--- config.mk ---
export PLATFORM = sky130hd
export DESIGN_NAME = alu_seq_flat
export DESIGN_NICKNAME = d
export VERILOG_FILES = /design/src/rtl/alu_seq_if.sv /design/src/rtl/alu_seq.sv /design/src/flat_wrapper.sv
export SDC_FILE = /design/constraint.sdc
export NUM_CORES = 1
export LEC_CHECK = 0
export ABC_AREA = 0
export CORE_UTILIZATION = 45
export CTS_BUF_LIST = sky130_fd_sc_hd__clkbuf_8
export CTS_CLUSTER_SIZE = 25
export DETAILED_ROUTE_END_ITERATION = 10
export GPL_ROUTABILITY_DRIVEN = 0
export GPL_TIMING_DRIVEN = 0
export PLACE_DENSITY_LB_ADDON = 0.3
export SETUP_SLACK_MARGIN = 0.2
export SYNTH_ARGS = -nofsm -noshare
export SYNTH_HDL_FRONTEND = slang
export SYNTH_SLANG_ARGS = --single-unit
--- constraint.sdc ---
create_clock -name clk -period 3.7 [get_ports clk]
set_input_delay 0.925 -clock clk [delete_from_list [all_inputs] [get_ports clk]]
set_output_delay 0.925 -clock clk [all_outputs]
set_load 0.01 [all_outputs]
--- src/rtl/alu_seq_if.sv ---
// alu_seq_if
//   Operand/result bundle for alu_seq.
//   Operand side : in_valid, in_ready, A, B, sel
//   Result side  : out_valid, out_ready, Y, Z, N, C, V
//   Status       : busy (high while a multiply is iterating)
//   modport slave  - the ALU (consumes operands, produces results)
//   modport master - the environment driving operands and taking results
interface alu_seq_if #(
    parameter int WIDTH_A = 4,
    parameter int WIDTH_B = 2
);
    logic               in_valid;
    logic               in_ready;
    logic [WIDTH_A-1:0] A;
    logic [WIDTH_B-1:0] B;
    logic [1:0]         sel;
    logic               out_valid;
    logic               out_ready;
    logic [WIDTH_A-1:0] Y;
    logic               Z;
    logic               N;
    logic               C;
    logic               V;
    logic               busy;

    modport slave (
        input  in_valid, A, B, sel, out_ready,
        output in_ready, out_valid, Y, Z, N, C, V, busy
    );

    modport master (
        output in_valid, A, B, sel, out_ready,
        input  in_ready, out_valid, Y, Z, N, C, V, busy
    );
endinterface

--- src/rtl/alu_seq.sv ---
// alu_seq
//   Sequential ALU: MUL (00, iterative shift-add, one bit of B per cycle),
//   SUB (01), AND (10), XOR (11) with Z/N/C/V flags, registered results and
//   valid/ready handshakes on both sides. One operation in flight.
//   clk   - rising-edge clock
//   rst_n - asynchronous active-low reset
//   bus   - alu_seq_if.slave: operands in, result + flags + busy out
module alu_seq #(
    parameter int WIDTH_A = 4,
    parameter int WIDTH_B = 2
) (
    input  logic       clk,
    input  logic       rst_n,
    alu_seq_if.slave   bus
);

    generate
        if (WIDTH_A < 2 || WIDTH_B < 1 || WIDTH_B > WIDTH_A) begin : g_bad_params
            $error("alu_seq: need WIDTH_A >= 2 and 1 <= WIDTH_B <= WIDTH_A");
        end
    endgenerate

    localparam int PW = WIDTH_A + WIDTH_B;
    localparam int CW = (WIDTH_B > 1) ? $clog2(WIDTH_B) : 1;

    typedef enum logic [1:0] {
        S_IDLE,
        S_MUL_RUN,
        S_DONE
    } state_t;

    state_t             state, state_nx;
    logic [WIDTH_A-1:0] a_q;
    logic [WIDTH_B-1:0] b_q;
    logic [PW-1:0]      acc;
    logic [CW-1:0]      cnt;

    logic               accept;
    logic               mul_last;
    logic [WIDTH_A-1:0] b_ext;
    logic [WIDTH_A:0]   diff;
    logic [PW-1:0]      addend;
    logic [PW-1:0]      mul_sum;
    logic [WIDTH_A-1:0] op_y;
    logic               op_c;
    logic               op_v;

    assign bus.in_ready = (state == S_IDLE);
    assign bus.busy     = (state == S_MUL_RUN);

    assign accept   = bus.in_valid && (state == S_IDLE);
    assign mul_last = (state == S_MUL_RUN) && (cnt == CW'(WIDTH_B - 1));

    // State register
    always_ff @(posedge clk or negedge rst_n) begin
        if (!rst_n) begin
            state <= S_IDLE;
        end else begin
            state <= state_nx;
        end
    end

    // Next-state logic
    always_comb begin
        state_nx = state;
        case (state)
            S_IDLE: begin
                if (bus.in_valid) begin
                    state_nx = (bus.sel == 2'b00) ? S_MUL_RUN : S_DONE;
                end
            end
            S_MUL_RUN: begin
                if (mul_last) begin
                    state_nx = S_DONE;
                end
            end
            S_DONE: begin
                if (bus.out_ready) begin
                    state_nx = S_IDLE;
                end
            end
            default: state_nx = S_IDLE;
        endcase
    end

    // Single-cycle ops work straight off the bus operands at the accept edge.
    always_comb begin
        b_ext = WIDTH_A'(bus.B);
        diff  = {1'b0, bus.A} - {1'b0, b_ext};
        op_y  = '0;
        op_c  = 1'b0;
        op_v  = 1'b0;
        case (bus.sel)
            2'b01: begin
                op_y = diff[WIDTH_A-1:0];
                op_c = diff[WIDTH_A];
                // Overflow only when operand signs differ and the result sign flips from A
                op_v = (bus.A[WIDTH_A-1] ^ b_ext[WIDTH_A-1]) &
                       (diff[WIDTH_A-1] ^ bus.A[WIDTH_A-1]);
            end
            2'b10:   op_y = bus.A & b_ext;
            2'b11:   op_y = bus.A ^ b_ext;
            default: op_y = '0;
        endcase
    end

    // One partial product per MUL_RUN cycle; the last one is folded straight
    // into Y so the result appears without an extra cycle.
    always_comb begin
        addend  = PW'(a_q) << cnt;
        mul_sum = acc + (b_q[cnt] ? addend : '0);
    end

    // Datapath and result registers
    always_ff @(posedge clk or negedge rst_n) begin
        if (!rst_n) begin
            a_q           <= '0;
            b_q           <= '0;
            acc           <= '0;
            cnt           <= '0;
            bus.Y         <= '0;
            bus.Z         <= 1'b0;
            bus.N         <= 1'b0;
            bus.C         <= 1'b0;
            bus.V         <= 1'b0;
            bus.out_valid <= 1'b0;
        end else if (accept) begin
            a_q <= bus.A;
            b_q <= bus.B;
            acc <= '0;
            cnt <= '0;
            if (bus.sel != 2'b00) begin
                bus.Y         <= op_y;
                bus.Z         <= (op_y == '0);
                bus.N         <= op_y[WIDTH_A-1];
                bus.C         <= op_c;
                bus.V         <= op_v;
                bus.out_valid <= 1'b1;
            end
        end else if (state == S_MUL_RUN) begin
            acc <= mul_sum;
            if (mul_last) begin
                cnt           <= '0;
                bus.Y         <= mul_sum[WIDTH_A-1:0];
                bus.Z         <= (mul_sum[WIDTH_A-1:0] == '0);
                bus.N         <= mul_sum[WIDTH_A-1];
                bus.C         <= |mul_sum[PW-1:WIDTH_A];
                bus.V         <= |mul_sum[PW-1:WIDTH_A];
                bus.out_valid <= 1'b1;
            end else begin
                cnt <= cnt + CW'(1);
            end
        end else if (state == S_DONE && bus.out_ready) begin
            bus.out_valid <= 1'b0;
        end
    end

endmodule

--- src/flat_wrapper.sv ---
// flat-port wrapper written by rule: the top's interface ports become plain ports
module alu_seq_flat 
#(
    parameter int WIDTH_A = 4,
    parameter int WIDTH_B = 2
)
  (clk, rst_n, bus_in_valid, bus_A, bus_B, bus_sel, bus_out_ready, bus_in_ready, bus_out_valid, bus_Y, bus_Z, bus_N, bus_C, bus_V, bus_busy);
  alu_seq_if #(.WIDTH_A(WIDTH_A), .WIDTH_B(WIDTH_B)) bus_i ();
  input  logic clk;
  input  logic rst_n;
  input wire logic [$bits(bus_i.in_valid)-1:0] bus_in_valid;
  input wire logic [$bits(bus_i.A)-1:0] bus_A;
  input wire logic [$bits(bus_i.B)-1:0] bus_B;
  input wire logic [$bits(bus_i.sel)-1:0] bus_sel;
  input wire logic [$bits(bus_i.out_ready)-1:0] bus_out_ready;
  output wire logic [$bits(bus_i.in_ready)-1:0] bus_in_ready;
  output wire logic [$bits(bus_i.out_valid)-1:0] bus_out_valid;
  output wire logic [$bits(bus_i.Y)-1:0] bus_Y;
  output wire logic [$bits(bus_i.Z)-1:0] bus_Z;
  output wire logic [$bits(bus_i.N)-1:0] bus_N;
  output wire logic [$bits(bus_i.C)-1:0] bus_C;
  output wire logic [$bits(bus_i.V)-1:0] bus_V;
  output wire logic [$bits(bus_i.busy)-1:0] bus_busy;
  assign bus_i.in_valid = bus_in_valid;
  assign bus_i.A = bus_A;
  assign bus_i.B = bus_B;
  assign bus_i.sel = bus_sel;
  assign bus_i.out_ready = bus_out_ready;
  assign bus_in_ready = bus_i.in_ready;
  assign bus_out_valid = bus_i.out_valid;
  assign bus_Y = bus_i.Y;
  assign bus_Z = bus_i.Z;
  assign bus_N = bus_i.N;
  assign bus_C = bus_i.C;
  assign bus_V = bus_i.V;
  assign bus_busy = bus_i.busy;
  alu_seq #(.WIDTH_A(WIDTH_A), .WIDTH_B(WIDTH_B)) u_core (.clk(clk), .rst_n(rst_n), .bus(bus_i));
endmodule
==> flow_summary_export.csv, run 1 <==
group,metric,value,unit
yosys,synthCells,155,
grt,grt_usage,0.192,
timing,worst_pin_slew,1.04,ns
cells_and_area,final_cells,225,
power,power_leakage,0.835,nW
yosys,synth_cell_type_count,39,
cts,cts_resized,0,
cells_and_area,final_common_cell,"nand2_1",
detailed_routing,dr.pass1.iters,5,
worst_setup_path,slowest_delay,0.53,ns
yosys,netlist_area,1460,sq um
worst_setup_path,critical_path_class,"primary input to flop",
job,cap_violations,0,
cts,insertion_delay,0.26,ns
placed_design,placed_area,1730,sq um
timing,final.setup.tns,0,ns
cells_and_area,layout_common_cells,"26 x nand2_1, 23 x dfrtp_1, 22 x clkdlybuf4s50_1, 12 x o21ai_0",
die,start_util,0.477,
worst_setup_path,cp-start-kind,"primary input",
worst_setup_path,critPathMaxFanout,3,
grt,grt_max_degree,24,
yosys,synth_simple_gate_area_frac,0.187,
detailed_routing,vias_per_cell,5.26,
yosys,synth-seq-cells,23,
power,p_per_area,649,nW/um^2
timing,final-setup-viol-count,0,
cts,cts_tree,"done",
timing,period_share,0.757,
power,power,1.15,mW
cts,clockRootBuffer,"clkbuf_8",
die,core-area,3050,sq um
timing,rsz0062_at_grt,"no",
timing,skew,0.00152,ns
yosys,yosysWarnings,0,
timing,fmax,357,MHz
detailed_routing,wl_per_cell,13.3,um
power,vdd_drop_max,0.249,mV
die,die_w,58.9,um
die,die_h,58.9,um
cts,cts.sinks,23,
cts,cts_buffer_depth,2,
worst_setup_path,end_kind,"flop",
grt,antenna_found_initial,0,
die,std_cell_rows,20,
cts,h-tree-depth,1,
yosys,synthesis.nets,179,
yosys,seq_area_frac_synth,0.396,
detailed_routing,route.vias.total,1184,
status,status,"finished, final reports clean",
yosys,synth-compound-area-share,0.157,
detailed_routing,drt_iter0_drc,32,
grt,grt_pass1_vias,1111,
placed_design,dp.final_hpwl,2310,um
worst_setup_path,crit_path_frequent_cell,"ha_1",
worst_setup_path,path_cells,"clkdlybuf4s50_1 > inv_1 > ha_1 > a211oi_1 > ha_1 > mux2_2 > nand3_1 > o211ai_1 > o21a_1",
timing,relSlewSlack,0.305,
cts,path_clk_slew,0.08,ns
worst_setup_path,slowest_stage,"clkdlybuf4s50_1",
yosys,avgSynthCellArea,9.39,sq um
detailed_routing,postRouteAntennaNets,0,
worst_setup_path,crit_arrival,2.96,ns
cells_and_area,design_area,1780,sq um
cts,cts_hold_buf,0,
timing,period_minus_slack,2.80,ns
cells_and_area,fin_nets,206,
yosys,synthXorXnorAreaFrac,0.0301,
yosys,synth_adder_area_share,0.113,
detailed_routing,routed_wl,3000,um
cells_and_area,drive_gt1_frac,0.122,
grt,grt_pass1_wl,4970,um
cts,post_cts_buffers,0,
timing,hold_viol_final,0,
die,dieArea,3470,sq um
yosys,synth_top_family_by_area,"simple AND/OR/NAND/NOR gates",
cells_and_area,area_growth,22.0,%
placed_design,port_buffers,22,
yosys,synth_mux_area_frac,0.0610,
timing,final-max-slew-violation-count,0,
cts,cts-buffers-inserted,3,
grt,grt.overflow.total,0,
die,design.portCount,23,
placed_design,dp_cells,221,
min_path,hold_path_class,"flop to flop",
worst_setup_path,required,3.86,ns
detailed_routing,drc_errors,0,
cells_and_area,diodes,0,
==> synthesized netlist by cell type <==
| master | n | area, sq um |
|---|---|---|
| nand2_1 | 26 | 97.6 |
| dfrtp_1 | 23 | 576 |
| o21ai_0 | 12 | 60.1 |
| ha_1 | 10 | 125 |
| nor2_1 | 10 | 37.5 |
| a21oi_1 | 8 | 40.0 |
| inv_1 | 7 | 26.3 |
| nand3_1 | 5 | 25.0 |
| a31oi_1 | 4 | 25.0 |
| buf_2 | 4 | 20.0 |
| xor2_1 | 4 | 35.0 |
| buf_4 | 3 | 22.5 |
| mux2_2 | 3 | 33.8 |
| mux2_4 | 3 | 45.0 |
| nand4_1 | 3 | 18.8 |
| a21o_1 | 2 | 15.0 |
| a32o_1 | 2 | 20.0 |
| and3_1 | 2 | 12.5 |
| fa_1 | 2 | 40.0 |
| nor2_2 | 2 | 12.5 |
| o21a_1 | 2 | 15.0 |
| a211oi_1 | 1 | 7.51 |
| and2_0 | 1 | 6.26 |
| and2_1 | 1 | 6.26 |
| and2b_1 | 1 | 7.51 |
| buf_6 | 1 | 11.3 |
| mux2i_1 | 1 | 10.0 |
| nand2b_1 | 1 | 6.26 |
| nand4b_1 | 1 | 8.76 |
| nor2_4 | 1 | 11.3 |
| nor2b_1 | 1 | 6.26 |
| nor3b_1 | 1 | 7.51 |
| nor4b_1 | 1 | 8.76 |
| o211ai_1 | 1 | 7.51 |
| o21a_4 | 1 | 15.0 |
| o21ai_2 | 1 | 8.76 |
| o22a_1 | 1 | 8.76 |
| o22ai_1 | 1 | 6.26 |
| xnor2_1 | 1 | 8.76 |
==> layer usage <==
layer  vias to the layer above  routed length, um  global-route usage
met4                         0                 60              0.0612
li1                        586                  -                   -
met2                        34               1420               0.323
met3                         7                 93              0.0264
met1                       557               1420               0.256
met5                         -                  0                   0
==> registers in the layout, summed over array words and instances, names as in the netlist, 2 cells and up <==
register      count
u_core.bus.Y      4
u_core.a_q        4
u_core.b_q        2
u_core.state      2
u_core.acc        6
==> cell families after synthesis <==
logic type / after synthesis
AO/OA/AOI/OAI: 36
XOR/XNOR: 5
adder cells (fa/ha/maj): 12
buffers and inverters: 15
flip-flops: 23
multiplexers: 7
AND/OR/NAND/NOR: 57
==> layout make-up <==
cell class | count | area (sq um)
Buffer | 8 | 53.8
Clock buffer | 3 | 41.3
Fill cell | 286 | 1280
Inverter | 7 | 26.3
Timing Repair Buffer | 22 | 220
Multi-Input combinational cell | 117 | 800
Tap cell | 44 | 55.1
Sequential cell | 23 | 576
Clock inverter | 1 | 3.75
==> per-stage QoR <==
| stage | setup slack (ns) | hold slack (ns) | util |
|---|---|---|---|
| floorplan | 1.37 | 0.460 | - |
| global placement | 0.672 | 0.484 | 0.567 |
| detailed placement | 0.617 | 0.490 | 0.567 |
| CTS | 0.890 | 0.510 | 0.582 |
| global route | 0.765 | 0.542 | 0.582 |
| finish | 0.900 | 0.512 | 0.582 |
==> report_power, final <==
part | leakage (nW) | internal (mW) | switching [mW]
registers | 0.293 | 0.350 | 0.0749
clock network | 0.0269 | 0.0741 | 0.0781
logic | 0.515 | 0.291 | 0.284
==> worst max-delay path, delay by kind of cell <==
kind            cells  cell delay (ns)
buf+inv             2             0.61
simple gates        1             0.09
fa+ha+maj           2             0.58
mux                 1             0.28
compound gates      3             0.45
==> final timing paths <==
check / cells past startpoint / from / slack [ns] / endpoint
max in group asynchronous: 1 / rst_n / 1.85 / u_core.state[0]$_DFFE_PN0P_
setup reg to reg: 9 / u_core.cnt$_DFFE_PN0P_ / 1.46 / u_core.bus.Z$_DFFE_PN0P_
min in group asynchronous: 1 / rst_n / 1.23 / u_core.acc[1]$_DFFE_PN0P_
setup / recovery: 9 / bus_B[1] / 0.90 / u_core.bus.Y[3]$_DFFE_PN0P_
hold / removal: 1 / u_core.bus.Y[0]$_DFFE_PN0P_ / 0.51 / u_core.bus.Y[0]$_DFFE_PN0P_
hold reg to reg: 1 / u_core.bus.Y[0]$_DFFE_PN0P_ / 0.51 / u_core.bus.Y[0]$_DFFE_PN0P_
Power figures use the tool's default switching activity.
==> run 2, diff against run 1 <==
clock period = 2.5 ns   (was 3.7 ns; I/O delays follow)
==> run 2 against run 1 <==
Net effect:
- worst setup slack lost 0.58 ns
- register-to-register slack lost 1.1 ns
- power grew 52%
- hold slack lost 0.00089 ns
- critical path depth is the same
- clock skew grew 0.0032 ns
- non-clock buffer count grew 2
- largest power group unchanged
- core utilization grew 1.8 points
- via count grew 2.2%
- routed wire length grew 5.5%
- critical path type unchanged
- combinational power grew 55%
==> flow_summary_export.csv, run 2 (synthesis gave the netlist of run 1 again) <==
group,metric,value,unit
timing,relSlewSlack,0.307,
timing,rsz0062_at_grt,"no",
detailed_routing,postRouteAntennaNets,0,
timing,period_minus_slack,2.18,ns
worst_setup_path,crit_arrival,2.38,ns
timing,hold_viol_final,0,
grt,grt_pass1_vias,1170,
worst_setup_path,cp-start-kind,"primary input",
cells_and_area,fin_nets,208,
grt,grt_max_degree,24,
placed_design,dp.final_hpwl,2310,um
detailed_routing,route.vias.total,1210,
grt,antenna_found_initial,0,
worst_setup_path,critPathMaxFanout,3,
worst_setup_path,crit_start,"bus_B[1]",
worst_setup_path,rr_worst_depth,9,
cts,clockRootBuffer,"clkbuf_8",
detailed_routing,dr.pass1.iters,4,
grt,grt_pass1_wl,5110,um
cells_and_area,area_growth,25.9,%
timing,final-setup-viol-count,0,
cells_and_area,largest_register_ffs,6,
timing,skew,0.00477,ns
worst_setup_path,r2r_start,"u_core.cnt$_DFFE_PN0P_",
cells_and_area,layout_common_cells,"26 x nand2_1, 22 x dfrtp_1, 17 x clkdlybuf4s50_1, 10 x o21ai_0, 10 x nor2_1",
timing,finalWorstSetupSlack,0.319,ns
worst_setup_path,slowest_stage,"mux2_2",
placed_design,dp_cells,221,
worst_setup_path,critical_path_class,"primary input to flop",
grt,grtUsageMet3,0.0308,
power,power_leakage,0.870,nW
cells_and_area,final_cells,227,
cts,path_clk_slew,0.08,ns
placed_design,place_ws,-0.283,ns
die,die_w,58.9,um
cells_and_area,drive_gt1_frac,0.180,
detailed_routing,vias_per_cell,5.33,
worst_setup_path,crit_cells,9,
cells_and_area,design_area,1830,sq um
power,switching_share,0.379,
grt,grt_usage,0.197,
power,internal-power,1.09,mW
power,pwr-share-comb,0.508,
worst_setup_path,slowest_delay,0.28,ns
job,cap_violations,0,
die,start_util,0.477,
power,p_sw,665,uW
detailed_routing,drc_errors,0,
timing,fmax,459,MHz
min_path,min_from,"u_core.b_q[0]$_DFFE_PN0P_",
cells_and_area,final_common_cell,"nand2_1",
power,power,1.75,mW
die,std_cell_rows,20,
grt,grt.overflow.total,0,
cells_and_area,largestRegisters,"u_core.acc: 6 flops, u_core.a_q: 4 flops, u_core.bus.Y: 4 flops",
worst_setup_path,end_kind,"flop",
cts,cts_buffer_depth,2,
power,seqPwrFrac,0.360,
grt,grtUsageMet2,0.336,
cells_and_area,fillers,278,
cells_and_area,multiInputGateArea,832,sq um
die,die_h,58.9,um
cells_and_area,seqCellArea,577,sq um
status,status,"finished, final reports clean",
min_path,hold_path_class,"flop to flop",
timing,final-max-slew-violation-count,0,
grt,use_met1,0.252,
cts,cts.sinks,23,
cts,cts-buffers-inserted,3,
worst_setup_path,path_buf_inv,2,
placed_design,port_buffers,22,
timing,worst_pin_slew,1.04,ns
detailed_routing,routed_wl,3170,um
detailed_routing,wl_per_cell,14.0,um
cts,cts_tree,"done",
worst_setup_path,cpLargestDelayFamily,"adder cells",
placed_design,placed_area,1730,sq um
power,vdd_drop_max,0.381,mV
cts,insertion_delay,0.27,ns
cts,h-tree-depth,1,
min_path,hold_depth,2,
power,p_per_area,958,nW/um^2
power,pwr-share-clk,0.132,
grt,busiest_layer,"met2",
die,core-area,3050,sq um
cells_and_area,regMostFlops,"u_core.acc",
cells_and_area,diodes,0,
worst_setup_path,required,2.70,ns
worst_setup_path,path_cells,"clkdlybuf4s15_1 > inv_1 > ha_4 > a211oi_2 > ha_1 > mux2_2 > nand2_1 > nand4_1 > a31oi_1",
die,design.portCount,23,
timing,period_share,0.872,
detailed_routing,drt_iter0_drc,23,
die,dieArea,3470,sq um
run 2: path summary, 6_finish.rpt:
path	to	slack, ns
max	u_core.bus.Z$_DFFE_PN0P_	0.32
min	u_core.b_q[0]$_DFFE_PN0P_	0.51
max reg2reg	u_core.bus.Z$_DFFE_PN0P_	0.32
min reg2reg	u_core.b_q[0]$_DFFE_PN0P_	0.51
max in group asynchronous	u_core.state[1]$_DFFE_PN0P_	0.89
min in group asynchronous	u_core.acc[5]$_DFFE_PN0P_	0.92
run 2: repair_timing:
item	CTS	global route
gates resized for setup	10	9
setup endpoints to repair	5	5
pin swaps	1	6
buffers inserted	1	1
hold buffers	0	0
run 2: metrics by stage:
stage | TNS, ns | hold slack, ns | util
global placement | -0.686 | 0.484 | 0.567
floorplan | 0 | 0.329 | -
CTS | 0 | 0.510 | 0.586
global route | 0 | 0.542 | 0.600
finish | 0 | 0.511 | 0.600
detailed placement | -0.873 | 0.490 | 0.567
run 2: layer usage:
metal / share of wire / vias up
li1: - / 591
met1: 0.45 / 575
met2: 0.49 / 39
met3: 0.045 / 5
met4: 0.014 / 0
met5: 0 / -
run 2: layout make-up:
class                           count  share of cell area
Clock buffer                        3              0.0225
Buffer                              8              0.0321
Inverter                            7              0.0143
Sequential cell                    23               0.315
Timing Repair Buffer               24               0.130
Clock inverter                      1             0.00205
Tap cell                           44              0.0301
Multi-Input combinational cell    117               0.454
run 2: worst reg2reg max path, stage by stage, from the launching register on:
cell and delay (ns):
dfrtp_1 0.36, clkbuf_4 0.17, nor2b_1 0.18, a32o_2 0.21, ha_1 0.24, a21o_1 0.19
a21oi_1 0.19, xor2_1 0.28, nand3_1 0.11, a31oi_1 0.17
run 2: power groups by stage:
stage                     registers, mW  logic [mW]  clock network [mW]
after detailed placement          0.637       0.849                   0
after global routing              0.652       0.982               0.244
after CTS                         0.630       0.858               0.232
after floorplan                   0.645       0.515                   0
final                             0.631       0.892               0.231
after global placement            0.627       0.835                   0
==> run 3, diff against run 2 <==
SLEW_MARGIN = 30   (was not set)
==> run 3 against run 2 <==
Net effect:
- register-to-register slack is essentially flat
- clock power about the same
- first-iteration DRC count up 17%
- core utilization fell by 0.66 points
- power fell by 1.0%
- sequential share of layout area increased by 0.35 points
- cell count is the same
- cell area decreased by 1.1%
- critical endpoint is now u_core.bus.V$_DFFE_PN0P_
- largest cell class unchanged
- largest power group unchanged
==> flow_summary_export.csv, run 3 (synthesis gave the netlist of run 1 again) <==
group,metric,value,unit
detailed_routing,drc_errors,0,
cells_and_area,fin_nets,208,
cts,cts_buffer_depth,2,
placed_design,port_buffers,22,
power,power_leakage,0.873,nW
worst_setup_path,path_buf_inv,1,
cells_and_area,regMostFlops,"u_core.acc",
placed_design,dp_cells,221,
cts,insertion_delay,0.27,ns
detailed_routing,drt_iter0_drc,27,
cells_and_area,largest_register_ffs,6,
status,status,"finished, final reports clean",
cells_and_area,diodes,0,
worst_setup_path,cpLargestDelayFamily,"adder cells",
grt,antenna_found_initial,0,
power,p_per_area,959,nW/um^2
cts,cts_tree,"done",
worst_setup_path,crit_path_frequent_cell,"a31oi_1",
detailed_routing,wl_per_cell,13.7,um
timing,fmax,457,MHz
job,cap_violations,0,
detailed_routing,route.vias.total,1190,
cells_and_area,drive_gt1_frac,0.175,
die,core-area,3050,sq um
power,vdd_drop_max,0.364,mV
cells_and_area,final_common_cell,"nand2_1",
worst_setup_path,slowest_stage,"fa_1",
grt,grt_pass1_wl,5100,um
grt,grt_pass1_vias,1155,
worst_setup_path,critical_path_class,"flop to flop",
grt,grt_usage,0.197,
detailed_routing,postRouteAntennaNets,0,
cells_and_area,area_growth,24.5,%
die,die_w,58.9,um
cells_and_area,layout_common_cells,"26 x nand2_1, 22 x dfrtp_1, 16 x clkdlybuf4s50_1, 10 x o21ai_0, 10 x nor2_1",
timing,rsz0062_at_grt,"yes",
detailed_routing,routed_wl,3100,um
worst_setup_path,slowest_delay,0.41,ns
placed_design,dp.final_hpwl,2320,um
detailed_routing,dr.pass1.iters,6,
worst_setup_path,end_kind,"flop",
timing,period_minus_slack,2.19,ns
power,power,1.74,mW
worst_setup_path,crit_arrival,2.33,ns
cells_and_area,largestRegisters,"u_core.acc: 6 flops, u_core.a_q: 4 flops, u_core.bus.Y: 4 flops",
timing,hold_viol_final,0,
cts,path_clk_slew,0.08,ns
worst_setup_path,path_cells,"buf_2 > nor2b_1 > and2_1 > ha_1 > fa_1 > a31oi_1 > xor2_1 > o21a_4 > a31oi_1",
die,start_util,0.477,
detailed_routing,vias_per_cell,5.24,
timing,relSlewSlack,0.659,
die,std_cell_rows,20,
cells_and_area,seqCellArea,577,sq um
timing,final-max-slew-violation-count,0,
cts,h-tree-depth,1,
die,design.portCount,23,
min_path,hold_path_class,"primary input to asynchronous set/reset pin",
cts,cts.sinks,23,
cells_and_area,final_cells,227,
die,dieArea,3470,sq um
worst_setup_path,required,2.64,ns
timing,worst_pin_slew,0.512,ns
worst_setup_path,critPathMaxFanout,9,
timing,final-setup-viol-count,0,
grt,grt_max_degree,24,
cells_and_area,fillers,284,
grt,grt.overflow.total,0,
cts,cts-buffers-inserted,3,
cells_and_area,multiInputGateArea,825,sq um
cts,clockRootBuffer,"clkbuf_8",
die,die_h,58.9,um
timing,skew,0.00421,ns
worst_setup_path,cp-start-kind,"flop",
timing,period_share,0.876,
==> run 3: cell count changes in the layout (fill, tap and decap cells not counted), sizes merged <==
cell,change
clkdlybuf4s15,-1
buf,+2
clkdlybuf4s50,-1
==> run 3: worst register-to-register path: stages (launching register included) <==
cell,delay (ns)
dfrtp_1,0.32
buf_2,0.17
nor2b_1,0.09
and2_1,0.17
ha_1,0.21
fa_1,0.41
a31oi_1,0.21
xor2_1,0.25
o21a_4,0.16
a31oi_1,0.08
==> run 3: path summary, 6_finish.rpt <==
kind	startpoint	to	slack (ns)	depth (start not counted)
setup / recovery	u_core.cnt$_DFFE_PN0P_	u_core.bus.V$_DFFE_PN0P_	0.31	9
hold / removal	rst_n	u_core.acc[5]$_DFFE_PN0P_	0.32	1
setup reg to reg	u_core.cnt$_DFFE_PN0P_	u_core.bus.V$_DFFE_PN0P_	0.31	9
hold reg to reg	u_core.b_q[0]$_DFFE_PN0P_	u_core.b_q[0]$_DFFE_PN0P_	0.51	2
max in group asynchronous	rst_n	u_core.state[1]$_DFFE_PN0P_	1.81	1
min in group clk	u_core.b_q[0]$_DFFE_PN0P_	u_core.b_q[0]$_DFFE_PN0P_	0.51	2
==> run 3: area by class of cell <==
cell class                 instances  area share
clock buffer                       3      0.0228
inverter                           7      0.0145
sequential                        23       0.318
clock inverter                     1     0.00207
buffer                             8      0.0311
timing repair buffer              24       0.126
multi-input combinational        117       0.455
tap                               44      0.0304
==> run 3: power by group <==
part | internal [mW] | switching (mW) | leakage [nW]
logic | 0.452 | 0.428 | 0.554
registers | 0.519 | 0.109 | 0.292
clock network | 0.110 | 0.119 | 0.0269
==> run 3: stage by stage <==
step	hold slack (ns)	cell area [sq um]	TNS [ns]	utilization	setup slack, ns
floorplan	0.329	1460	0	-	0.466
global placement	0.484	1730	-0.686	0.567	-0.228
detailed placement	0.490	1730	-0.862	0.565	-0.281
CTS	0.344	1790	0	0.585	0.210
global route	0.365	1810	0	0.593	0.193
finish	0.321	1810	0	0.593	0.310
==> run 3: metal layers <==
metal  GRT usage  wire length, um
met1       0.258             1420
met2       0.323             1520
met3      0.0308               93
met4      0.0850               70
met5           0                0
==> run 3: what timing repair did <==
action,in CTS,in global routing
cloned,0,0
gates resized for setup,9,7
endpoints found under the setup margin,5,6
pin swaps,1,4
setup buffers,1,1
hold buffers,0,0
